===== src/rtl/matmul_job_scheduler.sv =====
// Round-robin front end that fetches A/B, runs a shared 3x3 multiplier, and writes C back.
// One job at a time. Fetch is 19 cycles. Result writes land one cycle after mm_c_valid; req stays high until done/err.
module matmul_job_scheduler #(
    parameter int DATA_WIDTH = 32,
    parameter int ACC_WIDTH  = 66,
    parameter int ADDR_WIDTH = 8,
    parameter int TIMEOUT    = 64
) (
    input  logic                      clk,
    input  logic                      rst_n,
    input  logic [1:0]                req,
    input  logic [2*ADDR_WIDTH-1:0]   a_base,
    input  logic [2*ADDR_WIDTH-1:0]   b_base,
    input  logic [2*ADDR_WIDTH-1:0]   c_base,
    output logic [1:0]                grant,
    output logic [1:0]                job_done,
    output logic [1:0]                job_err,
    output logic                      mem_ren,
    output logic [ADDR_WIDTH-1:0]     mem_raddr,
    input  logic [DATA_WIDTH-1:0]     mem_rdata,
    output logic                      mem_wen,
    output logic [ADDR_WIDTH-1:0]     mem_waddr,
    output logic [ACC_WIDTH-1:0]      mem_wdata,
    output logic                      mm_start,
    output logic                      mm_a_wen,
    output logic                      mm_b_wen,
    output logic [3:0]                mm_a_addr,
    output logic [3:0]                mm_b_addr,
    output logic [DATA_WIDTH-1:0]     mm_a_in,
    output logic [DATA_WIDTH-1:0]     mm_b_in,
    input  logic [ACC_WIDTH-1:0]      mm_c_out,
    input  logic                      mm_c_valid,
    input  logic [1:0]                mm_row,
    input  logic [1:0]                mm_col,
    input  logic                      mm_done
);

    localparam int WD_W = (TIMEOUT > 1) ? $clog2(TIMEOUT) : 1;
    localparam logic [WD_W-1:0] WD_LAST = WD_W'(TIMEOUT - 1);

    typedef enum logic [2:0] {
        IDLE    = 3'd0,
        FETCH   = 3'd1,
        START   = 3'd2,
        COLLECT = 3'd3,
        RELEASE = 3'd4,
        FINISH  = 3'd5
    } state_t;

    state_t                 state_q;
    logic [4:0]             idx_q;
    logic [1:0]             grant_q;
    logic                   gsel_q;
    logic                   last_q;
    logic [ADDR_WIDTH-1:0]  a_q, b_q, c_q;
    logic [WD_W-1:0]        wd_q;
    logic [3:0]             wr_cnt_q;
    logic [1:0]             job_done_q, job_err_q;
    logic                   mem_ren_q, mem_wen_q;
    logic [ADDR_WIDTH-1:0]  mem_raddr_q, mem_waddr_q;
    logic [ACC_WIDTH-1:0]   mem_wdata_q;
    logic                   mm_start_q, mm_a_wen_q, mm_b_wen_q;
    logic [3:0]             mm_a_addr_q, mm_b_addr_q;

    logic                   pick_d;
    logic [ADDR_WIDTH-1:0]  a_sel_d, b_sel_d, c_sel_d;
    logic [4:0]             nxt_idx_d;
    logic [ADDR_WIDTH-1:0]  fetch_addr_d;
    logic [3:0]             c_off_d;
    logic [ADDR_WIDTH-1:0]  waddr_d;

    // Tie goes to whoever was not served last; last_q resets to 1 so requester 0 wins first.
    always_comb begin
        pick_d = 1'b0;
        if (req == 2'b10)
            pick_d = 1'b1;
        else if (req == 2'b11)
            pick_d = ~last_q;
        a_sel_d = pick_d ? a_base[2*ADDR_WIDTH-1:ADDR_WIDTH] : a_base[ADDR_WIDTH-1:0];
        b_sel_d = pick_d ? b_base[2*ADDR_WIDTH-1:ADDR_WIDTH] : b_base[ADDR_WIDTH-1:0];
        c_sel_d = pick_d ? c_base[2*ADDR_WIDTH-1:ADDR_WIDTH] : c_base[ADDR_WIDTH-1:0];
    end

    always_comb begin
        nxt_idx_d = idx_q + 5'd1;
        if (nxt_idx_d < 5'd9)
            fetch_addr_d = a_q + ADDR_WIDTH'(nxt_idx_d);
        else
            fetch_addr_d = b_q + ADDR_WIDTH'(nxt_idx_d - 5'd9);
        c_off_d = ({2'b00, mm_row} * 4'd3) + {2'b00, mm_col};
        waddr_d = c_q + ADDR_WIDTH'(c_off_d);
    end

    always_ff @(posedge clk or negedge rst_n) begin
        if (!rst_n) begin
            state_q     <= IDLE;
            idx_q       <= '0;
            grant_q     <= '0;
            gsel_q      <= 1'b0;
            last_q      <= 1'b1;
            a_q         <= '0;
            b_q         <= '0;
            c_q         <= '0;
            wd_q        <= '0;
            wr_cnt_q    <= '0;
            job_done_q  <= '0;
            job_err_q   <= '0;
            mem_ren_q   <= 1'b0;
            mem_raddr_q <= '0;
            mem_wen_q   <= 1'b0;
            mem_waddr_q <= '0;
            mem_wdata_q <= '0;
            mm_start_q  <= 1'b0;
            mm_a_wen_q  <= 1'b0;
            mm_b_wen_q  <= 1'b0;
            mm_a_addr_q <= '0;
            mm_b_addr_q <= '0;
        end else begin
            mem_wen_q  <= 1'b0;
            mm_a_wen_q <= 1'b0;
            mm_b_wen_q <= 1'b0;
            job_done_q <= '0;
            job_err_q  <= '0;

            case (state_q)
                IDLE: begin
                    if (|req) begin
                        gsel_q      <= pick_d;
                        grant_q     <= pick_d ? 2'b10 : 2'b01;
                        a_q         <= a_sel_d;
                        b_q         <= b_sel_d;
                        c_q         <= c_sel_d;
                        idx_q       <= '0;
                        mem_ren_q   <= 1'b1;
                        mem_raddr_q <= a_sel_d;
                        state_q     <= FETCH;
                    end
                end

                FETCH: begin
                    // The word read at idx arrives next cycle, so its load strobe is set up now.
                    if (idx_q < 5'd9) begin
                        mm_a_wen_q  <= 1'b1;
                        mm_a_addr_q <= idx_q[3:0];
                    end else if (idx_q < 5'd18) begin
                        mm_b_wen_q  <= 1'b1;
                        mm_b_addr_q <= 4'(idx_q - 5'd9);
                    end
                    if (idx_q == 5'd18) begin
                        mm_start_q <= 1'b1;
                        wd_q       <= '0;
                        wr_cnt_q   <= '0;
                        state_q    <= START;
                    end else begin
                        idx_q       <= nxt_idx_d;
                        mem_ren_q   <= (idx_q < 5'd17);
                        mem_raddr_q <= fetch_addr_d;
                    end
                end

                START, COLLECT, RELEASE: begin
                    wd_q <= wd_q + WD_W'(1);
                    if (state_q == COLLECT && mm_c_valid) begin
                        mem_wen_q   <= 1'b1;
                        mem_waddr_q <= waddr_d;
                        mem_wdata_q <= mm_c_out;
                        if (wr_cnt_q != 4'hF)
                            wr_cnt_q <= wr_cnt_q + 4'd1;
                    end
                    if (wd_q == WD_LAST) begin
                        mm_start_q <= 1'b0;
                        job_err_q  <= grant_q;
                        state_q    <= FINISH;
                    end else begin
                        case (state_q)
                            START: state_q <= COLLECT;
                            COLLECT: begin
                                if (mm_done) begin
                                    mm_start_q <= 1'b0;
                                    state_q    <= RELEASE;
                                end
                            end
                            default: begin
                                if (!mm_done) begin
                                    if (wr_cnt_q == 4'd9)
                                        job_done_q <= grant_q;
                                    else
                                        job_err_q <= grant_q;
                                    state_q <= FINISH;
                                end
                            end
                        endcase
                    end
                end

                FINISH: begin
                    grant_q <= '0;
                    last_q  <= gsel_q;
                    state_q <= IDLE;
                end

                default: state_q <= IDLE;
            endcase
        end
    end

    assign grant     = grant_q;
    assign job_done  = job_done_q;
    assign job_err   = job_err_q;
    assign mem_ren   = mem_ren_q;
    assign mem_raddr = mem_raddr_q;
    assign mem_wen   = mem_wen_q;
    assign mem_waddr = mem_waddr_q;
    assign mem_wdata = mem_wdata_q;
    assign mm_start  = mm_start_q;
    assign mm_a_wen  = mm_a_wen_q;
    assign mm_b_wen  = mm_b_wen_q;
    assign mm_a_addr = mm_a_addr_q;
    assign mm_b_addr = mm_b_addr_q;
    // Read data passes straight through to the loader; masked so idle outputs stay at zero.
    assign mm_a_in   = mm_a_wen_q ? mem_rdata : '0;
    assign mm_b_in   = mm_b_wen_q ? mem_rdata : '0;

endmodule

===== config.mk =====
export PLATFORM = sky130hd
export DESIGN_NAME = matmul_job_scheduler
export DESIGN_NICKNAME = d
export VERILOG_FILES = /design/src/rtl/matmul_job_scheduler.sv
export SDC_FILE = /design/constraint.sdc
export NUM_CORES = 1
export LEC_CHECK = 0
export ABC_AREA = 1
export CAP_MARGIN = 20
export CORE_ASPECT_RATIO = 0.5
export CORE_UTILIZATION = 50
export DETAILED_ROUTE_END_ITERATION = 7
export DONT_BUFFER_PORTS = 1
export SETUP_SLACK_MARGIN = 0.3
export SLEW_MARGIN = 25
export SYNTH_ARGS = -nofsm -noshare
export SYNTH_HDL_FRONTEND = slang
export SYNTH_SLANG_ARGS = --single-unit

===== constraint.sdc =====
create_clock -name clk -period 6.4 [get_ports clk]
set_input_delay 0.64 -clock clk [delete_from_list [all_inputs] [get_ports clk]]
set_output_delay 0.64 -clock clk [all_outputs]
set_load 0.02 [all_outputs]

Yosys cells after proc, flatten, opt, wreduce, memory -nomap -nowiden:

Index checks and enable logic that the tools add are counted.

* reduce and logical (&&, ||, !) cells: 18
* equal/unequal tests: 20
* divide/modulo/power cells: 0
* shifts and indexed selects: 0
* bitwise logic cells: 2
* $mul: 1
* muxes and demuxes: 55
* magnitude comparators: 4
* $add $sub $neg: 9

Operators with widths (number)
* two-way mux 32 bit: 2
* two-way mux 8 bit: 6
* two-way mux 2 bit: 12
* one-hot mux 8 bit (2 select lines): 1
* two-way mux 1 bit: 15
* two-way mux 3 bit: 5
* two-way mux 4 bit: 3
* one-hot mux 6 bit (2 select lines): 1
* AND reduction 4 bit: 3
* less-than comparator 5 x 4 -> 1 bit, second input constant: 2
* less-than comparator 5 bit, second input constant: 2
* two-way mux 5 bit: 2
* != test 2 bit, second input constant: 5
* one-hot mux 5 bit (2 select lines): 1
* AND reduction 2 bit: 5
* one-hot mux 3 bit (3 select lines): 1
* adder 8 x 4 -> 8 bit: 1
* adder 8 x 5 -> 8 bit: 1
* adder 8 bit: 1
* != test 4 bit, second input constant: 2
* one-hot mux 4 bit (2 select lines): 1
* adder 6 x 1 -> 6 bit, second input constant: 1
* == test 3 x 2 -> 1 bit, second input constant: 2
* == test 3 bit, second input constant: 2
* other kinds (24): 32

* bits in latches: 0
* memory bits (read-only): 0
* memories: 0
* register bits after elaboration: 145
* logic and storage cells: 131
* bits of input ports: 156
* output and inout bits: 165
* bits in writable memories: 0

Depth between registers and ports, before layout:

Gate-level depths: netlist of the first run.

* word-level depth: 6
* depth in mapped cells: 20
* gate-level depth less buffers: 19

Worst setup path after synthesis of the first run:

No wires, ideal clock.

* path kind: input-to-reg
* start: in mm_row[0]
* end: reg mem_waddr_q[7] (netlist: mem_waddr[7])
* setup time: 0.117 ns
* setup slack: 3.506 ns
* data required time: 6.283 ns
* arrival: 2.776 ns
* buffers on the path: 0
* stages on the path: 15
* cell sequence: fa_1 ha_1 inv_1 fa_1 inv_1 ha_1 nand3_1 nand2_1 nand2_1 nand2_1 nand3_1 nor2_1 nand2_1 nand3_1 nand2_1

* cells in the longest elaborated chain, start to end: 3

Ends and longest elaborated chain
* start, declared: RTL line 33 `input logic [1:0] mm_row,`
* multiplier 2 x 2 -> 4 bit: RTL line 90 `c_off_d = ({2'b00, mm_row} * 4'd3) + {2'b00, mm_col};`
* adder 4 x 2 -> 4 bit: RTL line 90
* adder 8 x 4 -> 8 bit: RTL line 91 `waddr_d = c_q + ADDR_WIDTH'(c_off_d);`
* end signal, assigned: RTL line 165 `mem_waddr_q <= waddr_d;`
* end, declared: RTL line 60 `logic [ADDR_WIDTH-1:0] mem_raddr_q, mem_waddr_q;`

Every way passes these cells.
A chain may end at the register's enable or synchronous reset.

Worst setup path after layout of the first run:

* start: reg idx_q[0]
* end: reg mem_raddr_q[6] (netlist: mem_raddr[6])

* cells in the longest elaborated chain, start to end: 6
* elaborated cells between the ends (all ways): 11
* classes of those cells: 4 x add/sub; 1 x order compare; 2 x eq/ne; 3 x mux; 1 x reduce/logical

Ends and longest elaborated chain
* start, declared: RTL line 51 `logic [4:0] idx_q;`
* start signal, assigned: RTL line 155 `idx_q <= nxt_idx_d;`
* adder 5 x 1 -> 5 bit *: RTL line 85 `nxt_idx_d = idx_q + 5'd1;`
* net nxt_idx_d[0]: RTL line 67 `logic [4:0] nxt_idx_d;`
* subtractor 5 x 4 -> 6 bit: RTL line 89 `fetch_addr_d = b_q + ADDR_WIDTH'(nxt_idx_d - 5'd9);`
* adder 8 bit: RTL line 89
* two-way mux 8 bit *: RTL line 86 `if (nxt_idx_d < 5'd9)`
* two-way mux 8 bit *: RTL line 149 `if (idx_q == 5'd18) begin`
* one-hot mux 8 bit (2 select lines) *: RTL line 125 `case (state_q)`
* end signal, assigned: RTL line 135 `mem_raddr_q <= a_sel_d;`
* end signal, assigned: RTL line 157 `mem_raddr_q <= fetch_addr_d;`
* end, declared: RTL line 60

The timed path passes the listed nets; every way through them passes the cells marked *. The select of a mux whose other input is x is not followed.

==> impl_metrics.json, run 1 <==
{
  "first_global_vias": 5737,
  "insertedDiodeCount": 0,
  "globalRouteMet3Util": 0.08080,
  "max_freq_mhz": 335.8,
  "final_cell_area_sq_um": 8503,
  "grtUsageMet1": 0.3184,
  "critical-path-top-delay-family": "simple AND/OR/NAND/NOR gates",
  "final_core_utilization": 0.5739,
  "hold-worst-slack_ns": 0.06307,
  "groute.usage.overall": 0.2454,
  "slew_headroom": 0.4581,
  "synth_seq_area_share": 0.4668,
  "floorplan.io_pins": 321,
  "synth_enable_flop_cells": 0,
  "worstSetupPathType": "reg -> reg",
  "total_power_mw": 4.657,
  "grt_setup_unrepaired": "no",
  "globalplace.congestion": 0.8993,
  "synth_async_sr_flop_share": 1.000,
  "status": "completed",
  "gr-total-overflow": 0,
  "worstSkewPairLatency_ns": 0.42,
  "initial_utilization": 0.5248,
  "cp-start-kind": "flip-flop",
  "cts_made_buffers": 17,
  "syn_inst": 1015,
  "synth_cell_type_count": 45,
  "post_route_wl_microns": 19810,
  "global_route.usage.met2": 0.3937,
  "syn_nets": 1201,
  "final.period_utilization": 0.4653,
  "nNetsFinal": 1188,
  "synth.avg_cell_area_sq_um": 7.661,
  "largest_net_degree_at_the_start_of_global_routing": 145,
  "yosys_register_bits": 145,
  "ys_dominant_reg_cell": "sky130_fd_sc_hd__dfrtp_1",
  "maximum_buffer_depth_of_the_clock_tree": 2,
  "timing.critical_path.arrival_ns": 3.30,
  "final_cell_mix": "sky130_fd_sc_hd__nand2_1 (416), sky130_fd_sc_hd__dfrtp_1 (142), sky130_fd_sc_hd__inv_1 (125), sky130_fd_sc_hd__o21ai_0 (45), sky130_fd_sc_hd__nor2_1 (43)",
  "critPathCaptureType": "flip-flop",
  "mappedNetlistArea_sq_um": 7776,
  "avgViaCountPerCell": 5.195,
  "clock_sinks": 145,
  "cts_h_tree_lvls": 4,
  "most_common_cell_after_layout_fill_and_taps_aside": "sky130_fd_sc_hd__nand2_1",
  "path_cells": "inv_1, ha_1, nor2_1, nand2_1, nand2_1, nand2_1, inv_1, ha_1, nand2_1, or2_2, nand3_1, nand2_1, nand3_1, nand3_1, nand2_1, nand2_1",
  "detail-route-antenna-nets": 0,
  "timing.clock.skew_ns": 0.01472,
  "postLayoutSetupSlackWorst_ns": 3.422,
  "tightestPinTransition_ns": 0.8129,
  "chipWidth_microns": 178.4,
  "root_buffer": "sky130_fd_sc_hd__clkbuf_16",
  "hpwlAfterDp_microns": 14290,
  "drt_pre_antenna_iters": 5,
  "multi_input_area_sq_um": 3442,
  "yosysWarningCount": 0,
  "post-route-min-period_ns": 2.978,
  "fp.dieArea_sq_um": 16090,
  "p_leak_nw": 4.786,
  "port_buffers": 0,
  "first_pass_grt_wire_length_microns": 30590,
  "gr-max-usage-layer": "met2",
  "row_count": 31,
  "via_count": 6301,
  "dp_cells": 1180,
  "drt_first_iter_violations": 384,
  "cp_num_buf_inv": 2,
  "clkTransAtPathRegs_ns": 0.08,
  "flow.area_growth_from_synthesis_pct": 9.348,
  "critical_path.max_stage_delay_ns": 0.55,
  "core-area_sq_um": 14820,
  "antenna_found_initial": 0,
  "post_layout_nonfiller_instances": 1213,
  "vdd.ir_drop.worst_mv": 0.2111,
  "pre_cts_ws_ns": 3.343,
  "power-per-cell-area_nw_per_um2": 547.7,
  "drive_above_1_share": 0.08177,
  "die_y_microns": 90.19,
  "setup_violations": 0,
  "clock_tree_from_tritoncts": "yes",
  "wl_per_cell_microns": 16.33,
  "fill_cells": 1428,
  "drv_cap": 0,
  "slew_viol_final": 0,
  "hold_path_class": "in -> async",
  "final-hold-violation-count": 0,
  "cp_slowest_cell": "sky130_fd_sc_hd__dfrtp_1",
  "regArea_sq_um": 3632,
  "most_prevalent_standard_cell_on_the_critical_path": "sky130_fd_sc_hd__nand2_1",
  "cp_data_required_time_ns": 6.72,
  "fin_setup_tns_ns": 0,
  "place_area_sq_um": 7861,
  "worstPathMaxFanout": 10,
  "route.detailed.drc": 0
}
-- worst reg2reg max path: stages (launching register included) --
cell and delay, ns:
sky130_fd_sc_hd__dfrtp_1 0.55, sky130_fd_sc_hd__inv_1 0.23, sky130_fd_sc_hd__ha_1 0.45, sky130_fd_sc_hd__nor2_1 0.08, sky130_fd_sc_hd__nand2_1 0.12, sky130_fd_sc_hd__nand2_1 0.10, sky130_fd_sc_hd__nand2_1 0.12, sky130_fd_sc_hd__inv_1 0.07
sky130_fd_sc_hd__ha_1 0.36, sky130_fd_sc_hd__nand2_1 0.09, sky130_fd_sc_hd__or2_2 0.32, sky130_fd_sc_hd__nand3_1 0.07, sky130_fd_sc_hd__nand2_1 0.05, sky130_fd_sc_hd__nand3_1 0.08, sky130_fd_sc_hd__nand3_1 0.08, sky130_fd_sc_hd__nand2_1 0.06
sky130_fd_sc_hd__nand2_1 0.05
-- final cells by class --
class	count	area share
flip-flops and latches	145	0.4272
multi-input cells	696	0.4048
inverters	139	0.06195
clock buffers	17	0.05003
well taps	198	0.02913
clock inverters	15	0.02192
repair buffers	3	0.005003
-- what timing repair did --
action	in CTS	in global routing
resized for setup	0	0
hold endpoints to repair	144	0
hold buffers	1	0
buffers inserted	0	0
-- kinds of logic after synthesis --
group	count (synthesis)	synth area share
AND/OR/NAND/NOR	546	0.2938
XOR/XNOR	11	0.01239
multiplexers	3	0.003862
adder cells (fa/ha/maj)	30	0.05310
buffers and inverters	174	0.09123
AO/OA/AOI/OAI	106	0.07884
flip-flops	145	0.4668
-- synthesized netlist by cell type (6+ instances only) --
cell type / n / area [sq um]
sky130_fd_sc_hd__ha_1: 25 / 312.8
sky130_fd_sc_hd__clkbuf_1: 12 / 45.04
sky130_fd_sc_hd__xor2_1: 7 / 61.31
sky130_fd_sc_hd__nand2_1: 416 / 1562
sky130_fd_sc_hd__o22ai_1: 6 / 37.54
sky130_fd_sc_hd__nor2_2: 7 / 43.79
sky130_fd_sc_hd__inv_2: 12 / 45.04
sky130_fd_sc_hd__o21ai_1: 16 / 80.08
sky130_fd_sc_hd__nand3_1: 40 / 200.2
sky130_fd_sc_hd__nand2_2: 7 / 43.79
sky130_fd_sc_hd__dfrtp_1: 144 / 3603
sky130_fd_sc_hd__nand4_1: 9 / 56.30
sky130_fd_sc_hd__nor3_1: 11 / 55.05
sky130_fd_sc_hd__o21ai_0: 45 / 225.2
sky130_fd_sc_hd__a21oi_1: 18 / 90.09
sky130_fd_sc_hd__inv_1: 125 / 469.2
sky130_fd_sc_hd__buf_2: 17 / 85.08
sky130_fd_sc_hd__nor2_1: 43 / 161.4
-- registers in the layout, summed over array words and instances, names as in the netlist, 2 cells and up --
name       count
job_done       2
b_q            8
state_q        3
idx_q          5
mem_waddr      8
wr_cnt_q       4
mem_wdata     66
mm_b_addr      4
wd_q           6
job_err        2
mm_a_addr      4
mem_raddr      8
c_q            8
a_q            8
grant          2
-- final timing paths --
check                           depth (start not counted)          from  slack [ns]       endpoint
worst max-delay path                                   16      idx_q[0]        3.42   mem_raddr[6]
worst min-delay path                                    0         rst_n        0.06         last_q
worst max register to register                         16      idx_q[0]        3.42   mem_raddr[6]
worst min register to register                          2        b_q[6]        0.50         b_q[6]
max in group asynchronous                               1         rst_n        5.58         b_q[7]
min in group clk                                        2  mm_c_out[17]        0.33  mem_wdata[17]
-- layer usage --
layer | vias to the layer above | wire (microns)
met4 | 0 | 244
met3 | 20 | 1494
met1 | 2977 | 8658
met5 | - | 0
li1 | 3119 | -
met2 | 185 | 9415
-- power breakdown --
part / total (mW) / switching (mW) / internal [mW]
Clock: 1.01 / 0.483 / 0.531
Combinational: 1.60 / 1.04 / 0.564
Sequential: 2.04 / 0.715 / 1.33
Note: power is estimated with default switching activity, not from simulation.
==> run 2: changes to the inputs <==
--- a/config.mk
+++ b/config.mk
@@ -5,7 +5,7 @@
 export SDC_FILE = /design/constraint.sdc
 export NUM_CORES = 1
 export LEC_CHECK = 0
-export ABC_AREA = 1
+export ABC_AREA = 0
 export CAP_MARGIN = 20
 export CORE_ASPECT_RATIO = 0.5
 export CORE_UTILIZATION = 50
==> constraint.sdc (replaced) <==
create_clock -name clk -period 2.81 [get_ports clk]
set_input_delay 0.281 -clock clk [delete_from_list [all_inputs] [get_ports clk]]
set_output_delay 0.281 -clock clk [all_outputs]
set_load 0.02 [all_outputs]
==> run 2 against run 1 <==
  * Clock skew fell by 0.0011 ns
  * Largest power group is now combinational logic
  * The run now ends with negative hold slack left
  * Synthesized cell count is 34% lower
  * Utilization grew 5.2 points
  * Global-route usage grew 2.5 points
  * Critical path depth is 5 lower
  * Hold slack got worse by 0.52 ns
  * Worst setup slack got worse by 3.1 ns
  * Sequential share of layout area decreased by 2.6 points
  * Final cell count down 22%
  * Critical path type unchanged
  * Total power rose to 2.8 times the previous value
  * Register-to-register slack got worse by 3.1 ns
==> impl_metrics.json, run 2 <==
{
  "place_area_sq_um": 7706,
  "globalplace.congestion": 0.9497,
  "multi_input_area_sq_um": 3747,
  "ys_dominant_reg_cell": "sky130_fd_sc_hd__dfrtp_1",
  "groute.usage.overall": 0.2704,
  "tightestPinTransition_ns": 0.8406,
  "p_switching_mw": 5.933,
  "worstPathMaxFanout": 5,
  "fin_setup_tns_ns": 0,
  "slew_headroom": 0.4396,
  "max_freq_mhz": 396.3,
  "drt_pre_antenna_iters": 4,
  "dp_cells": 850,
  "core-area_sq_um": 14470,
  "mappedNetlistArea_sq_um": 7416,
  "timing.rr.start": "idx_q[1]",
  "final_core_utilization": 0.6259,
  "total_power_mw": 12.85,
  "cp-start-kind": "flip-flop",
  "via_count": 5249,
  "antenna_found_initial": 4,
  "pre_cts_ws_ns": 0.08864,
  "regToRegSetupSlack_ns": 0.29,
  "row_count": 31,
  "first_pass_grt_wire_length_microns": 30510,
  "worstSetupPathType": "reg -> reg",
  "cts_made_buffers": 17,
  "largest_register_ffs": 66,
  "setup_violations": 0,
  "yosys.cell_count.top_type": "sky130_fd_sc_hd__dfrtp_1",
  "regToRegEndpoint": "mem_raddr[4]",
  "detail-route-antenna-nets": 0,
  "post-synth-top-area-cell": "sky130_fd_sc_hd__dfrtp_1",
  "postCtsHoldBufs": 61,
  "post_layout_nonfiller_instances": 951,
  "gr-total-overflow": 0,
  "synth_seq_area_share": 0.4895,
  "switching_share": 0.4618,
  "clkTransAtPathRegs_ns": 0.07,
  "cp_data_required_time_ns": 3.12,
  "synth_area_leaders": "sky130_fd_sc_hd__dfrtp_1 (49%), sky130_fd_sc_hd__mux2_2 (11%), sky130_fd_sc_hd__and2_1 (5.6%), sky130_fd_sc_hd__ha_1 (4.2%), sky130_fd_sc_hd__mux2i_1 (3.5%)",
  "status": "finished, violations left",
  "commonest_cells_post_synth": "sky130_fd_sc_hd__dfrtp_1 (144), sky130_fd_sc_hd__mux2_2 (70), sky130_fd_sc_hd__and2_1 (66)",
  "chipWidth_microns": 174.2,
  "nNetsFinal": 926,
  "p_clk_frac": 0.173,
  "synth_async_sr_flop_share": 1.000,
  "avgViaCountPerCell": 5.519,
  "comb_power_share": 0.447,
  "hpwlAfterDp_microns": 15430,
  "wl_per_cell_microns": 21.63,
  "slew_viol_final": 0,
  "cts_h_tree_lvls": 4,
  "critPathCaptureType": "flip-flop",
  "die_y_microns": 88.12,
  "fp.dieArea_sq_um": 15350,
  "drt_first_iter_violations": 318,
  "most_common_cell_after_layout_fill_and_taps_aside": "sky130_fd_sc_hd__dfrtp_1",
  "failed_checks": "negative hold slack",
  "port_buffers": 0,
  "syn_inst": 670,
  "drv_cap": 0,
  "post_route_wl_microns": 20570,
  "power-per-cell-area_nw_per_um2": 1419,
  "synth.avg_cell_area_sq_um": 11.07,
  "seq_power_share": 0.380,
  "final_cell_mix": "sky130_fd_sc_hd__dfrtp_1 (140), sky130_fd_sc_hd__mux2_2 (70), sky130_fd_sc_hd__and2_1 (66), sky130_fd_sc_hd__nand2_1 (62), sky130_fd_sc_hd__dlygate4sd3_1 (61)",
  "timing.critical_path.arrival_ns": 2.84,
  "worstSkewPairLatency_ns": 0.43,
  "clock_tree_from_tritoncts": "yes",
  "yosys_register_bits": 145,
  "flow.area_growth_from_synthesis_pct": 22.10,
  "clock_sinks": 145,
  "hold_path_class": "in -> async",
  "final-hold-violation-count": 145,
  "largest_net_degree_at_the_start_of_global_routing": 146,
  "initial_utilization": 0.5126,
  "syn_nets": 856,
  "hold-worst-slack_ns": -0.4561,
  "fill_cells": 1166,
  "regArea_sq_um": 3635,
  "intPower_mw": 6.914,
  "route.detailed.drc": 0,
  "synth_top_area_share": 0.4859,
  "final_cell_area_sq_um": 9055,
  "maximum_buffer_depth_of_the_clock_tree": 2,
  "first_global_vias": 5065,
  "yosysWarningCount": 0,
  "grt_setup_unrepaired": "yes",
  "timing.clock.skew_ns": 0.01362,
  "insertedDiodeCount": 0,
  "synth_enable_flop_cells": 0,
  "drive_above_1_share": 0.2231,
  "vdd.ir_drop.worst_mv": 0.9530,
  "final.period_utilization": 0.8981,
  "worstRegToRegCells": 11,
  "floorplan.io_pins": 321,
  "synth_cell_type_count": 61,
  "postLayoutSetupSlackWorst_ns": 0.2864,
  "p_leak_nw": 4.135,
  "root_buffer": "sky130_fd_sc_hd__clkbuf_16",
  "post-route-min-period_ns": 2.524
}
run 2: cell count changes in the layout (fill, tap and decap cells not counted), sizes merged, moves of 23 or more:
cell | previous run | this run
and2 | 0 | 66
mux2 | 0 | 73
nand2 | 426 | 63
inv | 146 | 28
nand3 | 43 | 10
dlygate4sd3 | 0 | 61
mux2i | 3 | 26
run 2: timing repair:
action                                  4_1_cts  5_1_grt
gates cloned                                  0        0
resized for setup                             8       13
endpoints found under the setup margin        4        4
endpoints found under the hold margin       206      145
setup buffers                                 7        1
pin swaps                                     5       11
run 2: kinds of logic after synthesis:
logic type,synth area share
and+or+nand+nor,0.1475
DFF,0.4895
AOI/OAI and AO/OA,0.09448
muxes,0.1459
buffers and inverters,0.03020
adders and majority gates,0.05568
xor gates and xnor gates,0.03678
run 2: power groups by stage:
stage	combinational [mW]	sequential, mW	clock [mW]
after floorplan	4.35	4.46	0
final	5.75	4.88	2.22
after global routing	6.30	5.00	2.35
after detailed placement	5.22	4.92	0
after CTS	5.55	4.87	2.26
after global placement	5.11	4.89	0
run 2: how the worst max path moves through the flow:
stage                        start      endpoint  slack (ns)  cells past startpoint
after floorplan           idx_q[0]  mem_raddr[6]        0.24                     13
after global placement    idx_q[1]  mem_raddr[6]        0.18                     12
final                     idx_q[1]  mem_raddr[4]        0.29                     11
after global routing      idx_q[0]  mem_raddr[6]        0.16                     11
after detailed placement  idx_q[1]  mem_raddr[6]        0.09                     12
after CTS                 idx_q[1]  mem_raddr[7]        0.30                     11
run 2: critical path: stages (launching register included):
cell and delay, ns:
sky130_fd_sc_hd__dfrtp_2 0.46, sky130_fd_sc_hd__buf_4 0.18, sky130_fd_sc_hd__and4_1 0.21, sky130_fd_sc_hd__nor2_4 0.16, sky130_fd_sc_hd__xor2_1 0.19, sky130_fd_sc_hd__ha_2 0.30
sky130_fd_sc_hd__buf_4 0.15, sky130_fd_sc_hd__nor2_1 0.10, sky130_fd_sc_hd__nor2_1 0.06, sky130_fd_sc_hd__xnor2_1 0.23, sky130_fd_sc_hd__o211ai_1 0.15, sky130_fd_sc_hd__a22o_1 0.22
run 2: routing by layer:
layer / vias up / GRT usage / share of wire
met4: 4 / 0.07097 / 0.0079
met1: 2610 / 0.3629 / 0.44
li1: 2463 / - / -
met5: - / 0 / 0.0013
met2: 155 / 0.4194 / 0.46
met3: 17 / 0.09549 / 0.086
run 2: cell type report:
class	instances	share of cell area
Timing Repair Buffer	81	0.08401
Clock inverter	15	0.01810
Inverter	20	0.008291
Sequential cell	145	0.4014
Multi-Input combinational cell	475	0.4138
Tap cell	198	0.02736
Clock buffer	17	0.04698
